### src/rtl/clk_div_ctrl_pkg.sv
// Shared types and default parameters for the run-time clock-divider ratio controller.
package clk_div_ctrl_pkg;

   typedef enum logic [1:0] {
      ST_IDLE  = 2'd0,
      ST_DRAIN = 2'd1,
      ST_HOLD  = 2'd2,
      ST_LOCK  = 2'd3
   } state_e;

   localparam int unsigned DEF_RATIO_W    = 3;
   localparam int unsigned DEF_SETTLE_CYC = 4;
   localparam int unsigned DEF_TMO_CYC    = 16;
   localparam logic [2:0]  DEF_DIV_RATIO  = 3'd2;

   function automatic int unsigned max2(input int unsigned a, input int unsigned b);
      return (a > b) ? a : b;
   endfunction

endpackage

### src/rtl/clk_div_rr_arb.sv
// Two-way round-robin arbiter: combinational one-hot grant, pointer moves past the winner on accept.
module clk_div_rr_arb (
   input  logic       i_clk,
   input  logic       i_rst,
   input  logic [1:0] i_req,
   input  logic       i_accept,
   output logic [1:0] o_gnt
);

   logic ptr_q;
   logic ptr_d;

   // Grant selection; the pointer only matters when both requesters contend.
   always_comb begin
      o_gnt = 2'b00;
      case (i_req)
         2'b01:   o_gnt = 2'b01;
         2'b10:   o_gnt = 2'b10;
         2'b11:   o_gnt = ptr_q ? 2'b10 : 2'b01;
         default: o_gnt = 2'b00;
      endcase
   end

   // After any accepted grant the pointer favours the requester that lost.
   always_comb begin
      ptr_d = ptr_q;
      if (i_accept && (o_gnt != 2'b00)) begin
         ptr_d = o_gnt[0];
      end else begin
         ptr_d = ptr_q;
      end
   end

   // Pointer register.
   always_ff @(posedge i_clk) begin
      if (i_rst) begin
         ptr_q <= 1'b0;
      end else begin
         ptr_q <= ptr_d;
      end
   end

endmodule

### src/rtl/clk_div_ctrl.sv
// Arbitrates divide-ratio change requests and sequences the divider through a glitch-free
// park / load / settle / lock handshake.
module clk_div_ctrl
   import clk_div_ctrl_pkg::*;
#(
   parameter int unsigned               RATIO_W    = DEF_RATIO_W,
   parameter logic [RATIO_W-1:0]        DEF_RATIO  = RATIO_W'(DEF_DIV_RATIO),
   parameter int unsigned               SETTLE_CYC = DEF_SETTLE_CYC,
   parameter int unsigned               TMO_CYC    = DEF_TMO_CYC
) (
   input  logic               i_clk,
   input  logic               i_rst,
   input  logic [1:0]         i_req,
   input  logic [RATIO_W-1:0] i_ratio0,
   input  logic [RATIO_W-1:0] i_ratio1,
   input  logic               i_div_clk,
   output logic [1:0]         o_gnt,
   output logic               o_busy,
   output logic               o_done,
   output logic               o_err,
   output logic [RATIO_W-1:0] o_div_ratio,
   output logic               o_clk_en
);

   localparam int unsigned CNT_W = $clog2(max2(SETTLE_CYC, TMO_CYC)) + 1;

   state_e             state_q,     state_d;
   logic [RATIO_W-1:0] new_ratio_q, new_ratio_d;
   logic [RATIO_W-1:0] div_ratio_q, div_ratio_d;
   logic [CNT_W-1:0]   cnt_q,       cnt_d;
   logic [1:0]         gnt_q,       gnt_d;
   logic               clk_en_q,    clk_en_d;
   logic               busy_q,      busy_d;
   logic               done_q,      done_d;
   logic               err_q,       err_d;
   logic               div_clk_q;

   logic               arb_en;
   logic [1:0]         arb_req;
   logic [1:0]         arb_gnt;
   logic [RATIO_W-1:0] win_ratio;
   logic               div_rise;

   // The grant-pulse cycle is excluded so a requester still holding its level is not granted twice.
   assign arb_en    = (state_q == ST_IDLE) && (gnt_q == 2'b00);
   assign arb_req   = arb_en ? i_req : 2'b00;
   assign win_ratio = arb_gnt[1] ? i_ratio1 : i_ratio0;
   assign div_rise  = i_div_clk & ~div_clk_q;

   clk_div_rr_arb u_arb (
      .i_clk    (i_clk),
      .i_rst    (i_rst),
      .i_req    (arb_req),
      .i_accept (arb_en),
      .o_gnt    (arb_gnt)
   );

   // Next-state and output decode for the change sequence.
   always_comb begin
      state_d     = state_q;
      new_ratio_d = new_ratio_q;
      div_ratio_d = div_ratio_q;
      clk_en_d    = clk_en_q;
      cnt_d       = cnt_q;
      gnt_d       = 2'b00;
      done_d      = 1'b0;
      err_d       = 1'b0;
      case (state_q)
         ST_IDLE: begin
            if (arb_gnt != 2'b00) begin
               gnt_d       = arb_gnt;
               new_ratio_d = win_ratio;
               if (win_ratio == {RATIO_W{1'b0}}) begin
                  err_d = 1'b1;
               end else if (win_ratio == div_ratio_q) begin
                  done_d = 1'b1;
               end else begin
                  state_d = ST_DRAIN;
               end
            end else begin
               gnt_d = 2'b00;
            end
         end
         ST_DRAIN: begin
            if (!i_div_clk) begin
               clk_en_d    = 1'b0;
               div_ratio_d = new_ratio_q;
               cnt_d       = {CNT_W{1'b0}};
               state_d     = ST_HOLD;
            end else begin
               clk_en_d = 1'b1;
            end
         end
         ST_HOLD: begin
            if (cnt_q == CNT_W'(SETTLE_CYC)) begin
               clk_en_d = 1'b1;
               cnt_d    = {CNT_W{1'b0}};
               state_d  = ST_LOCK;
            end else begin
               cnt_d = cnt_q + CNT_W'(1);
            end
         end
         ST_LOCK: begin
            // Ratio 1 bypasses the divider, so no edge will ever arrive.
            if (div_rise || (new_ratio_q == RATIO_W'(1))) begin
               done_d  = 1'b1;
               state_d = ST_IDLE;
            end else if (cnt_q == CNT_W'(TMO_CYC - 1)) begin
               err_d   = 1'b1;
               state_d = ST_IDLE;
            end else begin
               cnt_d = cnt_q + CNT_W'(1);
            end
         end
         default: begin
            state_d = ST_IDLE;
         end
      endcase
      busy_d = (state_d != ST_IDLE);
   end

   // State, counter and registered-output update.
   always_ff @(posedge i_clk) begin
      if (i_rst) begin
         state_q     <= ST_IDLE;
         new_ratio_q <= DEF_RATIO;
         div_ratio_q <= DEF_RATIO;
         clk_en_q    <= 1'b1;
         cnt_q       <= {CNT_W{1'b0}};
         gnt_q       <= 2'b00;
         busy_q      <= 1'b0;
         done_q      <= 1'b0;
         err_q       <= 1'b0;
         div_clk_q   <= 1'b0;
      end else begin
         state_q     <= state_d;
         new_ratio_q <= new_ratio_d;
         div_ratio_q <= div_ratio_d;
         clk_en_q    <= clk_en_d;
         cnt_q       <= cnt_d;
         gnt_q       <= gnt_d;
         busy_q      <= busy_d;
         done_q      <= done_d;
         err_q       <= err_d;
         div_clk_q   <= i_div_clk;
      end
   end

   assign o_gnt       = gnt_q;
   assign o_busy      = busy_q;
   assign o_done      = done_q;
   assign o_err       = err_q;
   assign o_div_ratio = div_ratio_q;
   assign o_clk_en    = clk_en_q;

endmodule

### config.mk
export PLATFORM = sky130hd
export DESIGN_NAME = clk_div_ctrl
export DESIGN_NICKNAME = d
export VERILOG_FILES = /design/src/rtl/clk_div_ctrl_pkg.sv /design/src/rtl/clk_div_rr_arb.sv /design/src/rtl/clk_div_ctrl.sv
export SDC_FILE = /design/constraint.sdc
export NUM_CORES = 1
export LEC_CHECK = 0
export ABC_AREA = 1
export CELL_PAD_IN_SITES_DETAIL_PLACEMENT = 0
export CELL_PAD_IN_SITES_GLOBAL_PLACEMENT = 1
export CORE_MARGIN = 5
export CORE_UTILIZATION = 40
export DETAILED_ROUTE_END_ITERATION = 10
export PLACE_DENSITY_LB_ADDON = 0.1
export SLEW_MARGIN = 10
export SYNTH_ARGS = -nofsm -noshare
export SYNTH_HDL_FRONTEND = slang
export SYNTH_SLANG_ARGS = --single-unit
export TNS_END_PERCENT = 5
### constraint.sdc
create_clock -name i_clk -period 3.45 [get_ports i_clk]
set_input_delay 0.345 -clock i_clk [delete_from_list [all_inputs] [get_ports i_clk]]
set_output_delay 0.345 -clock i_clk [all_outputs]
set_load 0.03 [all_outputs]
==> impl_metrics.tcl, run 1 <==
set metrics [dict create \
    status "finished clean" \
    rsz0062_at_grt "false" \
    cts_root_buffer "clkbuf_4" \
    hp-class "reg2reg" \
    gr-total-overflow 0 \
    clock_latency_ps 310 \
    startpoint_type "register" \
    rr_worst_depth 13 \
    cts_htree_levels 1 \
    r2r_slack_ps 1590 \
    grt_use_total_pct 13.16 \
    pwr_density_cell_nw_per_um2 606.4 \
    tightest_slew_ps 397.9 \
    synth.avg_cell_area_um2 7.117 \
    hpwl_um 2042 \
    fillers 305 \
    postCtsSetupRepairBufs 0 \
    seq_area_um2 420.4 \
    ys.flop_type "dfxtp_1" \
    dr.pass1.iters 4 \
    ir_drop_v 0.0002356 \
    worstPathMaxFanout 7 \
    diodes 0 \
    fp.dieW_um 65.00 \
    fin_nets 211 \
    drt_iter0_markers 55 \
    antenna_found_initial 0 \
    finalSetupViolations 0 \
    fp-row-count 20 \
    pin_count 20 \
    cts_buffers 3 \
    hold_buffers 0 \
    path_class "reg2reg" \
    die_y_um 65.00 \
    postRouteAntennaNets 0 \
    grt_max_degree 13 \
    core_um2 2978 \
    leakage_nw 0.6823 \
    cts_buffer_depth 2 \
    hold_depth 2 \
    grt_pass1_vias 1029 \
    synth-edff-count 0 \
    worstPathArrival_ps 2060 \
    routed_via_density 4.738 \
    wirelength_um 2552 \
    wl_per_cell_um 11.34 \
    syn_area_um2 1210 \
    yosys_register_bits 21 \
    ctsResizeCount 0 \
    yosysUniqueCellTypes 28 \
    cts.clk_slew.worst_paths_ps 130 \
    grt_first_pass_wirelength_um 4388 \
    maxCapViolations 0 \
    holdWs_ps 481.4 \
    syn_to_final_growth_pct 20.27 \
    min_period_ps 1858 \
    drive_gt1_share_pct 11.46 \
    crit_required_ps 3650 \
    slew-limit-headroom_pct 73.45 \
    yosys_warnings 0 \
    async_reset_ff_share_pct 0 \
    synth_area_leaders "dfxtp_1 (35%), inv_1 (11%), nand2_1 (8.1%)" \
    dieArea_um2 4224 \
    clock_skew_ps 11.59 \
    io_buffers 19 \
    endpoint_kind "register" \
    yosys.area.top_type "dfxtp_1" \
    clock-sinks 21 \
    vias 1066 \
    start_util_pct 40.63 \
    multi_input_area_um2 633.1 \
    gp_congestion 0.8414 \
    yosysTopAreaCellShare_pct 34.75 \
    drc 0 \
    synthCells 170 \
    setup_tns_ps 0 \
    cts_tree "done" \
    synth_nets 188 \
    fmax_ghz 0.5383 \
    synth_most_common_cell "inv_1" \
    ys_seq_area_share_pct 34.75 \
    fin_crit_sh_pct 53.85 \
    synth.top_cells.by_count "inv_1 (36), nand2_1 (26), dfxtp_1 (21)" \
    hold_violations 0 \
    slew_viol_final 0 \
]
-- cells by family (layout without fill, tap and decap cells) --
family | Yosys count | in the layout | share of synthesized area, %
AOI/OAI and AO/OA | 25 | 25 | 12.93
xor gates and xnor gates | 1 | 1 | 0.7240
DFF | 21 | 21 | 34.75
adders and majority gates | 7 | 7 | 7.239
buffers and inverters | 39 | 61 | 12.93
and+or+nand+nor | 77 | 77 | 31.44
-- critical path: stages, from the launching register on --
cell,delay (ps)
dfxtp_1,370
inv_1,110
ha_1,260
nand2_2,120
nor2_8,150
o21ai_1,180
inv_2,160
nand2_2,80
inv_2,50
nand2_2,60
nand2_1,50
nand2_1,40
nand2_1,70
nand2_1,60
-- report_power, final --
part           internal, mW  total (mW)  switching (mW)  leakage [nW]
combinational         0.160       0.438           0.278         0.493
sequential            0.291       0.324          0.0327         0.172
clock                0.0432       0.120          0.0769        0.0177
total                 0.495       0.882           0.387         0.682
-- placed cells by master, fill, tap and decap left out, drive strengths merged, types with 2 or more instances in the layout --
cell / Yosys / layout
clkdlybuf4s50: 0 / 19
nand3: 16 / 16
inv: 38 / 38
nand2: 36 / 36
nor3: 2 / 2
clkbuf: 1 / 3
o211ai: 3 / 3
o21ai: 11 / 11
dfxtp: 21 / 21
a21oi: 6 / 6
ha: 7 / 7
nor2: 19 / 19
-- layout make-up --
cell class,count,area share (%)
Clock inverter,1,0.3439
Sequential cell,21,28.89
Clock buffer,3,1.548
Inverter,38,9.802
Timing Repair Buffer,19,13.07
Tap cell,33,2.837
Multi-Input combinational cell,110,43.51
-- registers in the layout, indices dropped and copies added (netlist names) --
name         count
cnt_q            5
div_clk_q        1
new_ratio_q      3
o_busy           1
o_clk_en         1
o_div_ratio      3
o_done           1
o_err            1
o_gnt            2
state_q          2
u_arb.ptr_q      1
-- layer usage --
| metal | GRT usage (%) | vias up | part of all wire (%) |
|---|---|---|---|
| li1 | - | 576 | - |
| met1 | 16.03 | 468 | 47 |
| met2 | 21.58 | 20 | 45 |
| met3 | 3.466 | 2 | 6.3 |
| met4 | 5.805 | 0 | 0.82 |
| met5 | 0 | - | 0 |
-- path summary, 6_finish.rpt --
check,start,end
worst min register to register,new_ratio_q[2]$_SDFFE_PP0P_,o_div_ratio[2]$_SDFFE_PP0P_
worst max register to register,state_q[0]$_SDFF_PP0_,o_busy$_SDFF_PP0_
worst max-delay path,state_q[0]$_SDFF_PP0_,o_busy$_SDFF_PP0_
worst min-delay path,new_ratio_q[2]$_SDFFE_PP0P_,o_div_ratio[2]$_SDFFE_PP0P_
-- per-stage QoR --
stage / instances / util, % / total power [mW] / area (um2) / setup WS [ps]
after floorplan: 170 / - / 0.6464 / 1210 / 1878
after global placement: 221 / 47.94 / 0.7667 / 1428 / 1455
after detailed placement: 221 / 47.94 / 0.7690 / 1428 / 1423
after CTS: 225 / 48.87 / 0.8937 / 1455 / 1567
after global routing: 225 / 48.87 / 0.9644 / 1455 / 1327
final: 225 / 48.87 / 0.8825 / 1455 / 1592
Power figures use the tool's default switching activity.
==> run 2, diff against run 1 <==
Settings changed: CORE_UTILIZATION 40 to 33.
Clock period 3.45 ns to 1.6 ns, I/O delays scaled along.
==> run 2 against run 1 <==
Compared with the run above: global-route usage fell by 0.86 points; clock power rose to 2.9 times the previous value; cell count rose by 20%; clock skew fell by 7.1 ps; sequential power rose by 110%; combinational power rose to 3.1 times the previous value; core utilization rose by 1.2 points; the flow now finishes with violations (setup timing); register-to-register slack got worse by 1600 ps; fmax rose by 16%.
==> impl_metrics.tcl, run 2 (synthesis gave the netlist of run 1 again) <==
set metrics [dict create \
    status "finished, violations left" \
    ir_drop_v 0.0007132 \
    hpwl_um 2268 \
    hp-class "reg2reg" \
    final_common_cell "inv_1" \
    fin_crit_sh_pct 100.1 \
    mostFrequentLayoutCells "inv_1 (34), buf_4 (30), nand2_1 (24), dfxtp_1 (19), clkdlybuf4s50_1 (19)" \
    clock_skew_ps 4.522 \
    antenna_found_initial 0 \
    rsz0062_at_grt "true" \
    io_buffers 19 \
    drt_iter0_markers 41 \
    worst_slack_ps -2.298 \
    postPlaceCellArea_um2 1612 \
    die_y_um 70.55 \
    start_util_pct 33.55 \
    dr.pass1.iters 4 \
    drive_gt1_share_pct 31.08 \
    hold_violations 0 \
    fp.dieW_um 70.55 \
    fmax_ghz 0.6241 \
    maxCapViolations 0 \
    leakage_nw 0.8441 \
    grt_first_pass_wirelength_um 4919 \
    cts_buffer_depth 2 \
    dieArea_um2 4977 \
    startpoint_type "register" \
    cts_root_buffer "clkbuf_8" \
    fin_nets 241 \
    slew_viol_final 0 \
    seq_area_um2 422.9 \
    gr-total-overflow 0 \
    min_period_ps 1602 \
    pwr_density_cell_nw_per_um2 1323 \
    hold_buffers 0 \
    syn_to_final_growth_pct 49.33 \
    multi_input_area_um2 718.2 \
    cts_buffers 3 \
    largest_reg_flops 5 \
    pin_count 20 \
    grt_use_total_pct 12.29 \
    cts_htree_levels 1 \
    wl_per_cell_um 11.27 \
    postRouteAntennaNets 0 \
    cts.clk_slew.worst_paths_ps 80 \
    violations "setup timing" \
    fp-row-count 22 \
    drc 0 \
    worstPathArrival_ps 1760 \
    endpoint_kind "register" \
    finalSetupViolations 3 \
    gp_congestion 0.8402 \
    grt_max_degree 12 \
    final_area_um2 1807 \
    largest-register "cnt_q" \
    worstPathMaxFanout 7 \
    routed_via_density 4.448 \
    dp_slack_ps -222.8 \
    wirelength_um 3042 \
    grt_pass1_vias 1162 \
    path_class "reg2reg" \
    tightest_slew_ps 403.4 \
    slew-limit-headroom_pct 73.07 \
    clock-sinks 21 \
    fillers 378 \
    crit_required_ps 1760 \
    vias 1201 \
    core_um2 3606 \
    cts_tree "done" \
    diodes 0 \
    clock_latency_ps 260 \
]
run 2: cell types whose count changed in the layout (fill, tap and decap cells not counted), moves of 3 or more:
cell / delta
nand3_1: -3
ha_1: -3
clkbuf_4: -3
clkbuf_8: +3
nor2_1: -4
buf_4: +30
run 2: per-stage QoR:
stage               util, %  instances  power [mW]  TNS (ps)  hold WS [ps]
floorplan                 -        170       1.394         0         232.3
global route          50.10        270       2.579     -1054         516.2
CTS                   47.92        266       2.313    -68.82         484.7
finish                50.10        270       2.390    -4.050         482.2
global placement      44.69        258       1.826     -1128         463.1
detailed placement    44.69        258       1.833     -1569         471.3
run 2: path summary, 6_finish.rpt:
check                              startpoint                           to  slack, ps  cells past startpoint
setup reg to reg        state_q[1]$_SDFF_PP0_            o_busy$_SDFF_PP0_         -2                     13
setup / recovery        state_q[1]$_SDFF_PP0_            o_busy$_SDFF_PP0_         -2                     13
hold reg to reg   new_ratio_q[2]$_SDFFE_PP0P_  o_div_ratio[2]$_SDFFE_PP0P_        480                      2
hold / removal    new_ratio_q[2]$_SDFFE_PP0P_  o_div_ratio[2]$_SDFFE_PP0P_        480                      2
run 2: area by class of cell:
cell class | count | share of cell area [%]
multi-input combinational | 110 | 39.75
sequential | 21 | 23.41
inverter | 38 | 8.033
tap | 48 | 3.324
clock buffer | 4 | 2.493
timing repair buffer | 49 | 22.99
run 2: worst max-delay path, stage by stage (launching register included):
cell	delay, ps
dfxtp_2	340
inv_4	70
ha_4	140
nand2_4	60
nor2_8	130
nand3b_1	140
nand2_2	120
nand2_1	50
nand2_1	70
nand3_2	90
nand2_2	90
nand2_1	60
nand3_2	70
nand2_1	60
run 2: timing repair:
item                                    4_1_cts  5_1_grt
resized for setup                            12       13
pin swaps                                     3        8
endpoints found under the setup margin        9       10
setup buffers                                 4        4
run 2: power by group:
group	switching (mW)	internal (mW)	total, mW
Sequential	0.0636	0.632	0.695
Clock	0.169	0.177	0.346
Combinational	0.725	0.624	1.35
run 2: routing by layer:
metal,vias up,routed length [um],part of all wire [%],track usage (%)
li1,636,-,-,-
met3,6,147,4.8,3.835
met2,23,1486,49,20.48
met1,536,1349,44,14.71
met4,0,59,1.9,5.010
met5,-,0,0,0
